`src/rtl/poly1305_verify.sv`:
```
// Receive-side sequencer for the Poly1305 core: packs a byte stream into padded 128-bit
// blocks, drives them through the core one at a time, then checks the tag in constant time.
module poly1305_verify #(
    parameter int unsigned BLK_CNT_W = 16
) (
    input  logic                 clk,
    input  logic                 rst_i,
    input  logic                 start_i,
    input  logic [127:0]         r_i,
    input  logic [127:0]         s_i,
    input  logic [127:0]         tag_i,
    input  logic                 msg_valid_i,
    input  logic [7:0]           msg_data_i,
    input  logic                 msg_last_i,
    output logic                 msg_ready_o,
    output logic [127:0]         core_r_o,
    output logic [127:0]         core_s_o,
    output logic [127:0]         core_m_o,
    output logic                 core_fb_o,
    output logic                 core_ld_o,
    output logic                 core_first_o,
    input  logic [127:0]         core_p_i,
    input  logic                 core_rdy_i,
    output logic                 busy_o,
    output logic                 done_o,
    output logic                 ok_o,
    output logic [127:0]         tag_o,
    output logic [BLK_CNT_W-1:0] blocks_o
);

    typedef enum logic [2:0] {
        IDLE,
        COLLECT,
        ISSUE,
        WAIT,
        FINISH
    } state_t;

    state_t               state_q;
    logic [127:0]         rKey_q;
    logic [127:0]         sKey_q;
    logic [127:0]         tagRef_q;
    logic [127:0]         m_q;
    logic                 fb_q;
    logic                 ld_q;
    logic                 first_q;
    logic                 firstFlag_q;
    logic [3:0]           byteCnt_q;
    logic                 lastBlk_q;
    logic                 ready_q;
    logic                 busy_q;
    logic                 done_q;
    logic                 ok_q;
    logic [127:0]         tag_q;
    logic [BLK_CNT_W-1:0] blocks_q;

    logic                 accept;
    logic                 closeBlk;
    logic [127:0]         mFill_d;

    // Block image after accepting the current byte; a closing short block also gets its 0x01 pad.
    always_comb begin
        accept   = msg_valid_i && ready_q;
        closeBlk = accept && (msg_last_i || (byteCnt_q == 4'd15));
        mFill_d  = m_q;
        for (int i = 0; i < 16; i++) begin
            if (i == int'(byteCnt_q)) begin
                mFill_d[8*i +: 8] = msg_data_i;
            end else if (msg_last_i && (i == int'(byteCnt_q) + 1)) begin
                mFill_d[8*i +: 8] = 8'h01;
            end
        end
    end

    always_ff @(posedge clk) begin
        if (rst_i) begin
            state_q     <= IDLE;
            rKey_q      <= '0;
            sKey_q      <= '0;
            tagRef_q    <= '0;
            m_q         <= '0;
            fb_q        <= 1'b0;
            ld_q        <= 1'b0;
            first_q     <= 1'b0;
            firstFlag_q <= 1'b0;
            byteCnt_q   <= '0;
            lastBlk_q   <= 1'b0;
            ready_q     <= 1'b0;
            busy_q      <= 1'b0;
            done_q      <= 1'b0;
            ok_q        <= 1'b0;
            tag_q       <= '0;
            blocks_q    <= '0;
        end else begin
            ld_q   <= 1'b0;
            done_q <= 1'b0;
            case (state_q)
                IDLE: begin
                    if (start_i) begin
                        rKey_q      <= r_i;
                        sKey_q      <= s_i;
                        tagRef_q    <= tag_i;
                        m_q         <= '0;
                        byteCnt_q   <= '0;
                        blocks_q    <= '0;
                        ok_q        <= 1'b0;
                        firstFlag_q <= 1'b1;
                        busy_q      <= 1'b1;
                        ready_q     <= 1'b1;
                        state_q     <= COLLECT;
                    end
                end
                COLLECT: begin
                    if (accept) begin
                        m_q       <= mFill_d;
                        byteCnt_q <= byteCnt_q + 4'd1;
                        if (closeBlk) begin
                            fb_q      <= (byteCnt_q == 4'd15);
                            lastBlk_q <= msg_last_i;
                            ld_q      <= 1'b1;
                            first_q   <= firstFlag_q;
                            ready_q   <= 1'b0;
                            if (blocks_q != '1) begin
                                blocks_q <= blocks_q + BLK_CNT_W'(1);
                            end
                            state_q   <= ISSUE;
                        end
                    end
                end
                ISSUE: begin
                    state_q <= WAIT;
                end
                WAIT: begin
                    // core_p_i is what tag_q takes this edge, so comparing it here equals comparing tag_o.
                    if (core_rdy_i) begin
                        if (lastBlk_q) begin
                            tag_q   <= core_p_i;
                            ok_q    <= ~|(core_p_i ^ tagRef_q);
                            done_q  <= 1'b1;
                            state_q <= FINISH;
                        end else begin
                            firstFlag_q <= 1'b0;
                            byteCnt_q   <= '0;
                            m_q         <= '0;
                            ready_q     <= 1'b1;
                            state_q     <= COLLECT;
                        end
                    end
                end
                FINISH: begin
                    busy_q  <= 1'b0;
                    state_q <= IDLE;
                end
                default: begin
                    state_q <= IDLE;
                end
            endcase
        end
    end

    assign msg_ready_o  = ready_q;
    assign core_r_o     = rKey_q;
    assign core_s_o     = sKey_q;
    assign core_m_o     = m_q;
    assign core_fb_o    = fb_q;
    assign core_ld_o    = ld_q;
    assign core_first_o = first_q;
    assign busy_o       = busy_q;
    assign done_o       = done_q;
    assign ok_o         = ok_q;
    assign tag_o        = tag_q;
    assign blocks_o     = blocks_q;

endmodule
```
`config.mk`:
```
export PLATFORM = sky130hd
export DESIGN_NAME = poly1305_verify
export DESIGN_NICKNAME = d
export VERILOG_FILES = /design/src/rtl/poly1305_verify.sv
export SDC_FILE = /design/constraint.sdc
export NUM_CORES = 1
export LEC_CHECK = 0
export CAP_MARGIN = 10
export CORE_AREA = 2 2 413 415
export DETAILED_ROUTE_END_ITERATION = 7
export DIE_AREA = 0 0 415 417
export PLACE_DENSITY = 0.42
export SLEW_MARGIN = 20
export SYNTH_ARGS = -nofsm -noshare
export SYNTH_HDL_FRONTEND = slang
export SYNTH_SLANG_ARGS = --single-unit
```
`constraint.sdc`:
```
create_clock -name clk -period 5 [get_ports clk]
set_clock_uncertainty 0.2 [all_clocks]
set_input_delay 1 -clock clk [delete_from_list [all_inputs] [get_ports clk]]
set_output_delay 1 -clock clk [all_outputs]
set_load 0.02 [all_outputs]
```
# Word level (Yosys, flattened, before mapping)
# Index checks and enable logic that the tools add are counted.
totals:
  regBits: 672
  inputBits: 526
  out_inout_bits: 535
  elab_cells: 224
op_classes:
  addsub: 3
  n_eq_ne: 59
  muxes: 69
  bitwise: 5
  n_reduce_logical: 56
op_table:
  columns: ["cell", "count"]
  rows:
  - ["$mux W128", 4]
  - ["$pmux W128 S3", 1]
  - ["$mux W8", 32]
  - ["$eq A5 B32 Y1 const A", 7]
  - ["$eq A4 B32 Y1 const A", 4]
  - ["$reduce_or A128 Y1", 1]
  - ["$xor A128 B128 Y128", 1]
  - ["$reduce_and A6 Y1", 17]
  - ["$eq A3 B32 Y1 const A", 2]
  - ["$mux W16", 4]
  - ["$ne A3 B3 Y1 const B", 16]
  - ["$eq A2 B32 Y1 const A", 1]
  - ["$eq A4 B4 Y1 const A", 8]
  - ["$logic_not A32 Y1", 1]
  - ["$pmux W16 S2", 1]
  - ["$logic_and A1 B1 Y1", 18]
  - ["$add A16 B1 Y16 const B", 1]
  - ["$eq A3 B4 Y1 const A", 4]
  - ["$mux W4", 4]
  - ["$ne A16 B16 Y1 const B", 1]
  - ["$mux W3", 5]
  - ["$ne A2 B2 Y1 const B", 7]
  - ["$mux W1", 12]
  - ["$pmux W3 S4", 1]
  - ["24 further kinds", 39]

# Longest topological paths before layout
logic_depth:
  word_depth: 7
  mapped_depth: 10
  depth_no_buf: 7

# Least setup slack after synthesis
# OpenSTA, ideal clock, no wires.
synth_path:
  kind: "input to register"
  from: "in core_rdy_i"
  to: "reg m_q[15] (netlist: core_m_o[15])"
  arrival_ns: 2.210
  setup_slack_ns: 2.462
  path_stages: 7
  n_path_buf: 1
  cell_sequence: "nor2b_1 o21ai_1 a221oi_4 buf_4 o21ai_2 a22oi_1 nor2_1"
synth_via:
  elab_chain_cells: 2
synth_lines:
  columns: ["element", "line", "text"]
  rows:
  - ["start, declared", "23", "input logic core_rdy_i,"]
  - ["$ne A2 B2 Y1 (no line)", null, null]
  - ["$reduce_and A6 Y1 (no line)", null, null]
  - ["end signal, assigned", "115", "m_q <= mFill_d;"]
  - ["end, declared", "43", "logic [127:0] m_q;"]
# No other way between the ends.
# A chain may end at the register's enable or synchronous reset.

# Worst setup path in the final report
layout_path:
  from: "reg tag_q[31] (netlist: tag_o[31])"
  to: "out tag_o[31]"
layout_rtl:
  columns: ["element", "line", "text"]
  rows:
  - ["start, declared", "54", "logic [127:0] tag_q;"]
  - ["start signal, assigned", "137", "tag_q <= core_p_i;"]
  - ["end, declared", "27", "output logic [127:0] tag_o,"]
# No word-level cell between the ends.

==> flow_metrics.env <==
export IMPL_p_sw_w=0.00387
export IMPL_drc=0
export IMPL_met3_length_um=8520
export IMPL_syn_inst=3094
export IMPL_yosysMostFrequentCell="nand2_1"
export IMPL_synth_top_area_share_pct=53.7
export IMPL_p_comb_share_pct=13.3
export IMPL_p_leak_nw=14.0
export IMPL_fin_util_pct=24.3
export IMPL_setup_viol=0
export IMPL_fmax_mhz=307
export IMPL_wl_met1_um=56600
export IMPL_nets=4583
export IMPL_fillCellCount=18600
export IMPL_routed_via_density=3.94
export IMPL_dp_hpwl_um=107000
export IMPL_ys_flop_type="dfxtp_1"
export IMPL_tns_ns=0
export IMPL_worst_hold_path_type="flop to flop"
export IMPL_path_cells="clkdlybuf4s50_1"
export IMPL_vdd_ir_drop_max_uv=264
export IMPL_async_reset_ff_share_pct=0
export IMPL_cts_tree="done"
export IMPL_syn_nets=3626
export IMPL_via_count=25100
export IMPL_ys_seq_area_share_pct=53.7
export IMPL_cts_root_buf="clkbuf_16"
export IMPL_grt_pass1_wl_um=192000
export IMPL_syn_area_um2=25100
export IMPL_die_area_um2=173000
export IMPL_yosysTopAreaCell="dfxtp_1"
export IMPL_relSlewSlack_pct=36.5
export IMPL_synth_edf_count=0
export IMPL_hold_viol=0
export IMPL_end_kind="primary output"
export IMPL_synth_distinct_cells=39
export IMPL_critPathMaxFanout=2
export IMPL_place_congestion=0.830
export IMPL_slew_viol_final=0
export IMPL_drive_above_1_share_pct=5.00
export IMPL_antenna_found_initial=32
export IMPL_cts_resized=0
export IMPL_grt_util_all_layers_pct=15.6
export IMPL_crit_family="buffers and inverters"
export IMPL_ant_nets=0
export IMPL_grt_pass1_vias=24200
export IMPL_clk_latency_ns=0.71
export IMPL_required_ns=3.80
export IMPL_drt_total_wl_um=142000
export IMPL_met2_length_um=71900
export IMPL_intPower_w=0.0102
export IMPL_clk_path_buf_depth=3
export IMPL_cts_setup_buffers=0
export IMPL_port_buffers=1060
export IMPL_grt_max_degree=162
export IMPL_cp_start_kind="flop"
export IMPL_die_w_um=415
export IMPL_start_util_pct=14.9
export IMPL_topRoutingLayerUsed="met5"
export IMPL_grt_ovfl_total=0
export IMPL_synth_avg_cell_area_um2=8.10
export IMPL_worstSetupPathType="flop to primary output"
export IMPL_yosys_warnings=0
export IMPL_cp_arrival_ns=2.05
export IMPL_cap_viol_max_count=0
export IMPL_firstDrtPassIters=5
export IMPL_worst_pin_slew_ns=0.952
export IMPL_rsz0062_at_grt="no"
export IMPL_syn_to_final_growth_pct=63.5
export IMPL_min_period_ns=3.25
export IMPL_p_sw_share_pct=27.6
export IMPL_slowest_delay_ns=1.01
export IMPL_die_y_um=417
export IMPL_cts_hold_fix_buffers=0
export IMPL_crit_slowest_cell="clkdlybuf4s50_1"
export IMPL_clkSlewWorstSetupHoldPaths_ns=0.06
export IMPL_yosys_top_cells_count="1041 x nand2_1, 672 x dfxtp_1, 524 x a21oi_1, 180 x clkbuf_1, 142 x nor2_1"
export IMPL_coreArea_um2=169000
export IMPL_finalCritPeriodShare_pct=65.1
export IMPL_clkPwrFrac_pct=46.2
export IMPL_io_pins=1061
export IMPL_fp_row_count=151
export IMPL_p_per_area_nw_per_um2=343
export IMPL_drt_iter0_drc=1519
export IMPL_path_buf_inv=1
export IMPL_wl_per_cell_um=22.3
export IMPL_ys_ff_latch=672
export IMPL_seqPwrFrac_pct=40.5
export IMPL_numCtsBuffers=87
export IMPL_netlist_top_cells_area="dfxtp_1 54%, nand2_1 16%, a21oi_1 10%, a22oi_1 3.4%, clkbuf_1 2.7%"
export IMPL_htree_levels=3
export IMPL_status="completed"
export IMPL_clock_sinks=672
-- layer usage --
layer	GRT usage (%)	vias up
met5	0	-
met4	6.44	4
met3	4.16	174
met2	27.4	785
met1	17.9	12000
li1	-	12100
-- registers in the layout, summed over array words and instances, names as in the netlist, 3 cells and up --
signal,flops
blocks_o,16
byteCnt_q,4
core_m_o,128
core_r_o,128
core_s_o,128
state_q,3
tagRef_q,128
tag_o,128
-- power groups by stage --
stage | combinational [W] | sequential (W) | clock, W
floorplan | 0.000598 | 0.00595 | 0
global placement | 0.00191 | 0.00579 | 0
detailed placement | 0.00191 | 0.00580 | 0
CTS | 0.00192 | 0.00568 | 0.00677
global route | 0.00201 | 0.00570 | 0.00692
finish | 0.00187 | 0.00568 | 0.00649
-- layout by cell type (no fill, tap or decap), types with 3 or more instances in the layout --
cell	instances
o21ai_1	4
clkinv_2	12
o21ai_2	14
clkbuf_16	88
nor4_1	22
buf_4	28
dfxtp_1	672
clkinv_4	5
buf_12	12
clkbuf_8	21
a22oi_1	115
a221oi_1	10
bufinv_16	4
xnor2_1	72
nand2b_1	18
nor3_1	18
and3_1	9
clkbuf_1	22
a211oi_1	3
a221oi_2	5
clkdlybuf4s50_1	1059
inv_1	22
diode_2	19
nand3_1	17
and2_1	21
nand2_1	1041
xor2_1	70
a21oi_1	524
nand4_1	31
o21ai_0	5
inv_6	3
nor2b_1	3
nor2_1	141
ha_1	6
-- cell families after synthesis --
group | synth area share, %
multiplexers | 0.0400
flip-flops | 53.7
buffers and inverters | 3.99
AO/OA/AOI/OAI | 15.6
AND/OR/NAND/NOR | 21.3
XOR/XNOR | 5.00
adder cells (fa/ha/maj) | 0.300
-- final cells by class --
| type | count | area (µm²) | share of cell area, % |
|---|---|---|---|
| Multi-Input combinational cell | 2168 | 10600 | 26.0 |
| Timing Repair Buffer | 1100 | 11100 | 27.0 |
| Tap cell | 2218 | 2780 | 6.77 |
| Sequential cell | 672 | 13500 | 32.8 |
| Clock inverter | 28 | 328 | 0.800 |
| Inverter | 22 | 82.6 | 0.202 |
| Antenna cell | 19 | 47.5 | 0.116 |
| Clock buffer | 131 | 2570 | 6.28 |
-- stage by stage --
stage          hold slack [ns]  power, W  area, µm²  cells  setup WS (ns)
2_1_floorplan            0.236   0.00654      25100   3094           2.46
3_3_place_gp             0.241   0.00770      38000   6180           1.18
3_5_place_dp             0.245   0.00770      38000   6180           1.12
4_1_cts                  0.253    0.0144      40900   6339           1.57
5_1_grt                  0.268    0.0146      41000   6358           1.55
6_report                 0.251    0.0140      41000   6358           1.75
-- final timing paths --
| kind | startpoint | endpoint | slack (ns) | cells after the start |
|---|---|---|---|---|
| hold reg to reg | core_s_o[56]$_SDFFE_PP0P_ | core_s_o[56]$_SDFFE_PP0P_ | 0.25 | 2 |
| setup reg to reg | byteCnt_q[0]$_SDFFE_PP0P_ | blocks_o[11]$_SDFFE_PP0P_ | 1.87 | 8 |
| hold / removal | core_s_o[56]$_SDFFE_PP0P_ | core_s_o[56]$_SDFFE_PP0P_ | 0.25 | 2 |
| setup / recovery | tag_o[31]$_SDFFE_PP0P_ | tag_o[31] | 1.75 | 1 |
(Power assumes the default switching activity.)
